## src/rtl/comp_serial_seq.sv

```systemverilog
// comp_serial_seq
//   Bit-serial magnitude-compare sequencer. An accepted start captures two
//   WIDTH-bit operands. The operands are walked from MSB to LSB, one bit per
//   clock, through a 1-bit equal/greater/less slice. A one-hot aeb/agb/alb
//   result is reported together with a single-cycle done pulse.
//
// Ports
//   clk    in   1      clock, rising edge
//   rst_n  in   1      asynchronous active-low reset
//   start  in   1      compare request, only looked at in IDLE
//   abort  in   1      cancels an in-flight compare (SCAN only)
//   a, b   in   WIDTH  operands, captured on an accepted start
//   busy   out  1      state != IDLE
//   done   out  1      one-cycle pulse, result valid
//   aeb    out  1      A == B, held until the next accepted start
//   agb    out  1      A >  B, held
//   alb    out  1      A <  B, held
//
// state | meaning
// ------+--------------------------------------------------------------
// IDLE  | waiting for start; result flags hold the previous outcome
// SCAN  | one operand bit compared per clock, idx counts down to 0
// DONE  | done pulse cycle; returns to IDLE on the next edge

module comp_serial_seq #(
  parameter int WIDTH      = 8,
  parameter int EARLY_EXIT = 1
) (
  input  logic             clk,
  input  logic             rst_n,
  input  logic             start,
  input  logic             abort,
  input  logic [WIDTH-1:0] a,
  input  logic [WIDTH-1:0] b,
  output logic             busy,
  output logic             done,
  output logic             aeb,
  output logic             agb,
  output logic             alb
);

  localparam int IDX_W = (WIDTH > 1) ? $clog2(WIDTH) : 1;
  localparam logic [IDX_W-1:0] IDX_MAX = IDX_W'(WIDTH - 1);

  typedef enum logic [1:0] {
    S_IDLE = 2'd0,
    S_SCAN = 2'd1,
    S_DONE = 2'd2
  } state_t;

  typedef enum logic [1:0] {
    DEC_NONE = 2'd0,
    DEC_GT   = 2'd1,
    DEC_LT   = 2'd2
  } dec_t;

  state_t           state;
  dec_t             dec;
  logic [WIDTH-1:0] a_q;
  logic [WIDTH-1:0] b_q;
  logic [IDX_W-1:0] idx;

  logic bit_a;
  logic bit_diff;
  logic last_bit;
  dec_t dec_nxt;

  // The 1-bit compare slice. The first differing bit (from the MSB) fixes the
  // decision; any later difference is less significant and must not change it.
  always_comb begin
    bit_a    = a_q[idx];
    bit_diff = a_q[idx] ^ b_q[idx];
    dec_nxt  = dec;
    if ((dec == DEC_NONE) && bit_diff) begin
      dec_nxt = bit_a ? DEC_GT : DEC_LT;
    end
    last_bit = (idx == '0) || ((EARLY_EXIT != 0) && bit_diff);
  end

  always_ff @(posedge clk or negedge rst_n) begin
    if (!rst_n) begin
      state <= S_IDLE;
      dec   <= DEC_NONE;
      a_q   <= '0;
      b_q   <= '0;
      idx   <= '0;
      busy  <= 1'b0;
      done  <= 1'b0;
      aeb   <= 1'b0;
      agb   <= 1'b0;
      alb   <= 1'b0;
    end else begin
      done <= 1'b0;
      case (state)
        S_IDLE: begin
          // start takes priority over a simultaneous abort here
          if (start) begin
            a_q   <= a;
            b_q   <= b;
            idx   <= IDX_MAX;
            dec   <= DEC_NONE;
            aeb   <= 1'b0;
            agb   <= 1'b0;
            alb   <= 1'b0;
            busy  <= 1'b1;
            state <= S_SCAN;
          end
        end
        S_SCAN: begin
          // abort beats a terminating bit in the same cycle: no done, flags stay 000
          if (abort) begin
            busy  <= 1'b0;
            state <= S_IDLE;
          end else begin
            dec <= dec_nxt;
            if (last_bit) begin
              done  <= 1'b1;
              aeb   <= (dec_nxt == DEC_NONE);
              agb   <= (dec_nxt == DEC_GT);
              alb   <= (dec_nxt == DEC_LT);
              state <= S_DONE;
            end else begin
              idx <= idx - 1'b1;
            end
          end
        end
        S_DONE: begin
          busy  <= 1'b0;
          state <= S_IDLE;
        end
        default: begin
          busy  <= 1'b0;
          state <= S_IDLE;
        end
      endcase
    end
  end

endmodule

```

## config.mk

```make
export PLATFORM = sky130hd
export DESIGN_NAME = comp_serial_seq
export DESIGN_NICKNAME = d
export VERILOG_FILES = /design/src/rtl/comp_serial_seq.sv
export SDC_FILE = /design/constraint.sdc
export NUM_CORES = 1
export LEC_CHECK = 0
export ABC_AREA = 1
export CAP_MARGIN = 20
export CELL_PAD_IN_SITES_DETAIL_PLACEMENT = 1
export CELL_PAD_IN_SITES_GLOBAL_PLACEMENT = 2
export CORE_ASPECT_RATIO = 0.9
export CORE_MARGIN = 1.5
export CORE_UTILIZATION = 32
export CTS_CLUSTER_DIAMETER = 40
export DETAILED_ROUTE_END_ITERATION = 10
export PLACE_DENSITY_LB_ADDON = 0.1
export SLEW_MARGIN = 5
export SYNTH_ARGS = -nofsm -noshare
export SYNTH_HDL_FRONTEND = slang
export SYNTH_SLANG_ARGS = --single-unit
```

## constraint.sdc

```tcl
create_clock -name clk -period 2.88 [get_ports clk]
set_input_delay 0.576 -clock clk [delete_from_list [all_inputs] [get_ports clk]]
set_output_delay 0.576 -clock clk [all_outputs]
set_load 0.05 [all_outputs]
```

Yosys cells after proc, flatten, opt, wreduce, memory -nomap -nowiden
Cells that the tools add are included.
{"block": "classes", "n_addsub": 1, "mul": 0, "div_mod_pow": 0, "magnitude_cmp": 1, "eq_ne": 9, "shift": 0, "muxes": 33, "bitwise_logic": 1, "n_reduce_logical": 13}
{"cell": "1-bit two-way mux", "n": 14}
{"cell": "2-bit two-way mux", "n": 7}
{"cell": "2-bit inequality test, second input constant", "n": 5}
{"cell": "3-bit two-way mux", "n": 3}
{"cell": "1-bit case mux with 2 select lines", "n": 4}
{"cell": "2-bit case mux with 2 select lines", "n": 2}
{"cell": "4-bit AND reduction", "n": 2}
{"cell": "1-bit binary-select mux with 3-bit select", "n": 2}
{"cell": "2-bit logical NOT", "n": 3}
{"cell": "3-bit case mux with 2 select lines", "n": 1}
{"cell": "2-bit AND reduction", "n": 3}
{"cell": "2-bit by 1-bit equality test with 1-bit output, second input constant", "n": 2}
{"cell": "3-bit by 4-bit less-than comparator with 1-bit output, second input constant", "n": 1}
{"cell": "3-bit logical NOT", "n": 1}
{"cell": "3-bit inequality test, second input constant", "n": 1}
{"cell": "3-bit AND reduction", "n": 1}
{"cell": "3-bit by 1-bit subtractor with 3-bit output, second input constant", "n": 1}
{"cell": "2-bit equality test, second input constant", "n": 1}
{"cell": "2-bit nonzero test", "n": 1}
{"cell": "1-bit logical AND", "n": 1}
{"cell": "1-bit logical OR", "n": 1}
{"cell": "1-bit XOR", "n": 1}
{"block": "totals", "regBits": 28, "latchBits": 0, "mem_bits_rw": 0, "romBits": 0, "inputBits": 20, "output_inout_bits": 5, "word_cells": 68, "n_memories": 0}

Logic depth before layout (Yosys ltp)
Gate-level depths: netlist (run 1).
{"block": "logic_depth", "word_depth": 9, "mapped_depth": 12, "ltp_nobuf": 12}

Least setup slack after synthesis (run 1)
Ideal clock, no wire load.
{"block": "synth_timing", "path_type": "reg-to-reg", "start": "register idx[0]", "end": "register idx[1]", "setup_ns": 0.117, "t_arrival_ns": 1.206, "required_time_ns": 2.763, "slack_ns": 1.557, "path_stages_with_launch": 12, "cell_sequence": "dfrtp_1 > buf_6 > nand2_1 > nand3_1 > nand3_1 > nand2_2 > nand2_2 > nand3_4 > nand2_4 > nand2_4 > nand2_1 > nand2_1"}
{"block": "synth_between", "elab_chain_len": 6, "elab_cells_between_ends": 13, "classes_between": "add/sub: 1; eq/ne: 1; mux: 7; bitwise: 1; reduce/logical: 3"}
{"element": "from (decl)", "line": "61", "source": "logic [IDX_W-1:0] idx;"}
{"element": "from (signal assigned)", "line": "123", "source": "idx <= idx - 1'b1;"}
{"element": "1-bit binary-select mux with 3-bit select", "line": "72", "source": "bit_diff = a_q[idx] ^ b_q[idx];"}
{"element": "1-bit two-way mux (not written as such)", "line": "72"}
{"element": "1-bit XOR", "line": "72"}
{"element": "1-bit logical OR", "line": "77", "source": "last_bit = (idx == '0) || ((EARLY_EXIT != 0) && bit_diff);"}
{"element": "2-bit inequality test (no line)"}
{"element": "4-bit AND reduction (no line)"}
Parallel ways exist; a longest one is shown, timed or not. The select of a mux whose other input is x is not followed.
A chain may end at the register's enable or synchronous reset.

Final worst setup path (run 1)
{"block": "layout_timing", "start": "register busy", "end": "output port busy"}
{"element": "from (decl)", "line": "35", "source": "output logic busy,"}
{"element": "from (signal assigned)", "line": "87", "source": "busy <= 1'b0;"}
{"element": "from (signal assigned)", "line": "105", "source": "busy <= 1'b1;"}
{"element": "from (signal assigned)", "line": "112", "source": "busy <= 1'b0;"}
No word-level cell between the ends.

==> results.tsv, run 1 <==
metric	value	unit
cts_root_buffer	clkbuf_8	
setup_tns	0	ns
powerDensity	1210	mW/mm²
grt_max_degree	34	
ios	25	
place_ws	0.979	ns
rsz0062_at_grt	false	
yosys_most_used_dff	dfrtp_1	
worst-slew-pin-transition	0.490	ns
total_leakage_power	0.919	nW
syn_to_final_growth	24.2	%
post_cts_resized	0	
hp-class	reg -> reg	
nets	237	
synth.yosys.seq_area_share	48.6	%
yosysUniqueCellTypes	20	
layout-drive-gt1-share	8.92	%
core_area	0.00421	mm²
antenna_found_initial	0	
antenna_cells	0	
setup_ws	0.849	ns
place_congestion	0.801	
finClkSkew	0.00466	ns
crit_chain	clkdlybuf4s50_1	
whs	0.510	ns
final_cell_mix	nand2_1, dfrtp_1, inv_1	
netlist_instances	188	
place_inst	270	
rows	22	
dp_hpwl	2600	µm
postRouteAntennaNets	0	
ir_drop	0.550	mV
ctsHoldBuffers	0	
grt.overflow.total	0	
cap_violations	0	
cpLargestDelayFamily	buffers and inverters	
fin_crit	2.03	ns
start_kind	flip-flop	
cp_num_buf_inv	1	
fin_crit_sh	70.5	%
fmax	0.492	GHz
timing.final.hold_violations	0	
cts_buffers	3	
yosysWarnings	0	
final_common_cell	nand2_1	
worstSkewPairLatency	0.27	ns
drt_iter0_drc	41	
clkTransAtPathRegs	0.09	ns
viasPerCell	4.52	
critPathSlowestCell	clkdlybuf4s50_1	
syn_nets	210	
ys_ff_latch	28	
fin_cells	273	
setup_viol	0	
port_buffers	24	
cts_tree	yes	
cts_buffer_depth	2	
max_stage_delay	0.81	ns
die_h	66.7	µm
worstPathArrival	1.46	ns
drc	0	
async_flop_share	100	%
num_vias	1234	
cp.required	2.30	ns
syn_area_per_cell	7.67	µm²
slew_headroom	67.2	%
h-tree-depth	1	
wl_per_cell	12.3	µm
drv_slew	0	
first_pass_iters	4	
syn_area	0.00144	mm²
start_util	34.3	%
die_w	73.8	µm
post_cts.repair.setup_buffers	0	
routed_wirelength	3370	µm
synth_edf_count	0	
worstSetupPathType	reg -> out	
endpoint_kind	primary output	
die-area	0.00492	mm²
grt_use_total	16.2	%
grt_pass1_vias	1332	
path_max_fanout	2	
final_util	42.5	%
status	finished clean	
cts_sinks	28	
grt_pass1_wl	6150	µm
==> layer usage <==
| layer | up-vias | part of all wire [%] | track usage, % | routed length [µm] |
|---|---|---|---|---|
| li1 | 626 | - | - | - |
| met1 | 587 | 49 | 20.9 | 1660 |
| met2 | 19 | 47 | 28.3 | 1570 |
| met3 | 2 | 3.4 | 3.63 | 115 |
| met4 | 0 | 0.42 | 2.08 | 14 |
| met5 | - | 0 | 0 | 0 |
==> worst min-delay path, cell delays in order, from the launching register on <==
cell     delay, ns
dfrtp_1       0.37
nand2_1       0.06
nand2_1       0.06
==> state kept, by name, indices dropped and copies added (netlist names) <==
| signal | cells |
|---|---|
| done | 1 |
| idx | 3 |
| b_q | 8 |
| state | 2 |
| a_q | 8 |
| busy | 1 |
| agb | 1 |
| aeb | 1 |
| dec | 2 |
| alb | 1 |
==> synthesized netlist by cell type, types with 2 or more instances <==
master,instances,share of area (%)
clkbuf_1,3,0.78
dfrtp_1,28,49
ha_1,2,1.7
inv_1,27,7.0
inv_2,3,0.78
nand2_1,66,17
nand2_2,4,1.7
nand2_4,2,1.6
nand3_1,20,6.9
nor2_1,7,1.8
nor2_4,2,1.6
o21ai_0,16,5.6
==> cell families after synthesis <==
kind of cell             Yosys count  share of synthesized area (%)
AO/OA/AOI/OAI                     19                           7.03
flip-flops                        28                           48.6
buffers and inverters             34                           9.37
adder cells (fa/ha/maj)            2                           1.73
AND/OR/NAND/NOR                  105                           33.3
==> power by group <==
group / internal, mW / leakage, nW / switching [mW]
clock: 0.0938 / 0.0216 / 0.116
sequential: 0.584 / 0.351 / 0.119
combinational: 0.417 / 0.546 / 0.833
total: 1.09 / 0.919 / 1.07
==> worst paths after layout <==
kind | startpoint | end | slack, ns | cells after the start
worst max-delay path | busy | busy | 0.85 | 1
worst min-delay path | alb | alb | 0.51 | 2
worst max register to register | idx[0] | alb | 1.12 | 12
worst min register to register | alb | alb | 0.51 | 2
max in group asynchronous | rst_n | b_q[2] | 1.92 | 2
min in group asynchronous | rst_n | a_q[5] | 0.68 | 2
==> final cells by class <==
class / instances / area [µm²]
fillers: 518 / 2420
flip-flops and latches: 28 / 701
multi-input cells: 126 / 607
repair buffers: 26 / 255
inverters: 30 / 113
well taps: 60 / 75.1
clock buffers: 3 / 41.3
==> through the flow <==
stage                     area (µm²)  power [mW]
after global routing            1790        2.41
after floorplan                 1440        1.64
final                           1790        2.16
after detailed placement        1750        1.97
after CTS                       1790        2.19
after global placement          1750        1.93
Note: power is estimated with default switching activity, not from simulation.
==> inputs of run 2 (changes only) <==
--- a/config.mk
+++ b/config.mk
@@ -11,7 +11,7 @@
 export CELL_PAD_IN_SITES_GLOBAL_PLACEMENT = 2
 export CORE_ASPECT_RATIO = 0.9
 export CORE_MARGIN = 1.5
-export CORE_UTILIZATION = 32
+export CORE_UTILIZATION = 29
 export CTS_CLUSTER_DIAMETER = 40
 export DETAILED_ROUTE_END_ITERATION = 10
 export PLACE_DENSITY_LB_ADDON = 0.1
==> constraint.sdc (replaced) <==
create_clock -name clk -period 1.9 [get_ports clk]
set_input_delay 0.38 -clock clk [delete_from_list [all_inputs] [get_ports clk]]
set_output_delay 0.38 -clock clk [all_outputs]
set_load 0.05 [all_outputs]
==> run 2 against run 1 <==
Die area rose by 9.9%. Routed wire length is 1.3% higher. Global-route usage shrank 2.2 points. Sequential power rose by 49%. Count of clock-buffer cells in the layout is 1 higher. Flip-flop and latch count did not move. Highest routed layer unchanged.
==> results.tsv, run 2 (synthesis results as in run 1) <==
metric	value	unit
cp_num_buf_inv	1	
die-area	0.00541	mm²
viasPerCell	4.39	
path_depth	12	
nets	238	
grt_use_total	14.0	%
met1Wirelength	1710	µm
postRouteAntennaNets	0	
die_h	69.9	µm
status	finished clean	
cp.required	2.07	ns
powerDensity	1840	mW/mm²
rr_worst_depth	12	
cts_buffer_depth	2	
ios	25	
rows	24	
worstSkewPairLatency	0.27	ns
drt_iter0_drc	28	
grt_pass1_wl	5980	µm
antenna_found_initial	0	
syn_to_final_growth	25.2	%
ctsHoldBuffers	0	
design_area	0.00181	mm²
wl_per_cell	12.2	µm
crit_chain	inv_2 -> nand2_1 -> nand3_1 -> nand2_1 -> nand2_1 -> nand2_1 -> nand2_2 -> nand3_4 -> nand2_4 -> nand2_4 -> nand2_1 -> nand2_1	
clockPowerShare	11.2	%
hp-class	in -> async	
rsz0062_at_grt	false	
drv_slew	0	
seq_power_share	31.5	%
h-tree-depth	1	
routed_wirelength	3410	µm
critPathSlowestCell	dfrtp_1	
cts_buffers	3	
path_max_fanout	10	
drc	0	
combPwrFrac	57.3	%
fill_cells	602	
grt_max_degree	34	
start_kind	flip-flop	
crit_top_cell	nand2_1	
cts_sinks	28	
wl_met2	1550	µm
fin_crit_sh	86.1	%
port_buffers	24	
p_switching	1.62	mW
timing.final.hold_violations	0	
post_cts_resized	0	
final_cell_mix	nand2_1, dfrtp_1, inv_1	
ir_drop	0.629	mV
clkTransAtPathRegs	0.09	ns
cts_tree	yes	
cpLargestDelayFamily	simple AND/OR/NAND/NOR gates	
met3_length	113	µm
fmax	0.611	GHz
grt.overflow.total	0	
reg_top3	a_q x8, b_q x8, idx x3	
place_area	0.00175	mm²
num_vias	1229	
finClkSkew	0.00238	ns
dp_hpwl	2610	µm
setup_tns	0	ns
worstSetupPathType	reg -> reg	
p_sw_share	48.8	%
worst-slew-pin-transition	0.370	ns
place_congestion	0.754	
post_cts.repair.setup_buffers	0	
internal_power	1.70	mW
worstPathArrival	1.81	ns
total_leakage_power	0.940	nW
slew_headroom	75.3	%
die_w	77.3	µm
endpoint_kind	flip-flop	
start_util	30.0	%
routed.top_layer	met4	
grt_pass1_vias	1253	
max_stage_delay	0.48	ns
cap_violations	0	
first_pass_iters	4	
final_common_cell	nand2_1	
layout-drive-gt1-share	12.1	%
fin_crit	1.64	ns
core_area	0.00480	mm²
antenna_cells	0	
setup_viol	0	
cts_root_buffer	clkbuf_8	
run 2: cell types whose count changed in the layout (fill, tap and decap cells not counted):
cell,before,now
buf_4,2,8
clkbuf_8,3,4
clkdlybuf4s50_1,24,19
run 2: path summary, 6_finish.rpt:
check	to	slack [ns]	from
max reg2reg	idx[1]	0.26	idx[0]
max in group asynchronous	done	1.15	rst_n
min in group clk	agb	0.50	agb
max	idx[1]	0.26	idx[0]
min	a_q[3]	0.48	rst_n
min reg2reg	agb	0.50	agb
run 2: layout make-up:
type                            count  area [µm²]  share of cell area [%]
Timing Repair Buffer               27         250                    13.9
Clock buffer                        4        55.1                    3.05
Sequential cell                    28         701                    38.8
Tap cell                           65        81.3                    4.50
Inverter                           30         113                    6.23
Multi-Input combinational cell    126         607                    33.6
run 2: worst reg2reg max path, stage by stage, from the launching register on:
cell     delay, ns
dfrtp_1       0.48
inv_2         0.20
nand2_1       0.08
nand3_1       0.09
nand2_1       0.06
nand2_1       0.05
nand2_1       0.09
nand2_2       0.10
nand3_4       0.08
nand2_4       0.12
nand2_4       0.07
nand2_1       0.06
nand2_1       0.05
run 2: stage by stage:
stage	power (mW)	cells	setup slack (ns)	utilization, %	hold WS, ns
floorplan	2.48	188	0.577	-	0.0844
global placement	2.93	276	0.274	36.5	0.463
detailed placement	3.00	276	0.219	36.5	0.474
CTS	3.39	280	0.229	37.6	0.481
global route	3.69	280	0.0449	37.6	0.501
finish	3.32	280	0.263	37.6	0.483
run 2: metal layers:
metal | track usage (%) | vias up
li1 | - | 636
met1 | 19.8 | 569
met2 | 22.2 | 19
met3 | 2.88 | 5
met4 | 3.03 | 0
met5 | 0 | -
run 2: power groups by stage:
| stage | Combinational, mW | Sequential (mW) | Clock [mW] |
|---|---|---|---|
| after global routing | 2.19 | 1.08 | 0.415 |
| after floorplan | 1.30 | 1.18 | 0 |
| after global placement | 1.87 | 1.05 | 0 |
| after detailed placement | 1.93 | 1.06 | 0 |
| final | 1.90 | 1.05 | 0.371 |
| after CTS | 1.94 | 1.05 | 0.400 |
==> inputs of run 3 (changes only) <==
--- a/config.mk
+++ b/config.mk
@@ -14,8 +14,10 @@
 export CORE_UTILIZATION = 29
 export CTS_CLUSTER_DIAMETER = 40
 export DETAILED_ROUTE_END_ITERATION = 10
+export GPL_ROUTABILITY_DRIVEN = 0
 export PLACE_DENSITY_LB_ADDON = 0.1
 export SLEW_MARGIN = 5
 export SYNTH_ARGS = -nofsm -noshare
 export SYNTH_HDL_FRONTEND = slang
 export SYNTH_SLANG_ARGS = --single-unit
+export TNS_END_PERCENT = 1
==> results of run 3 <==
No change in the layout: final DEF, timing and power equal those of run 2.
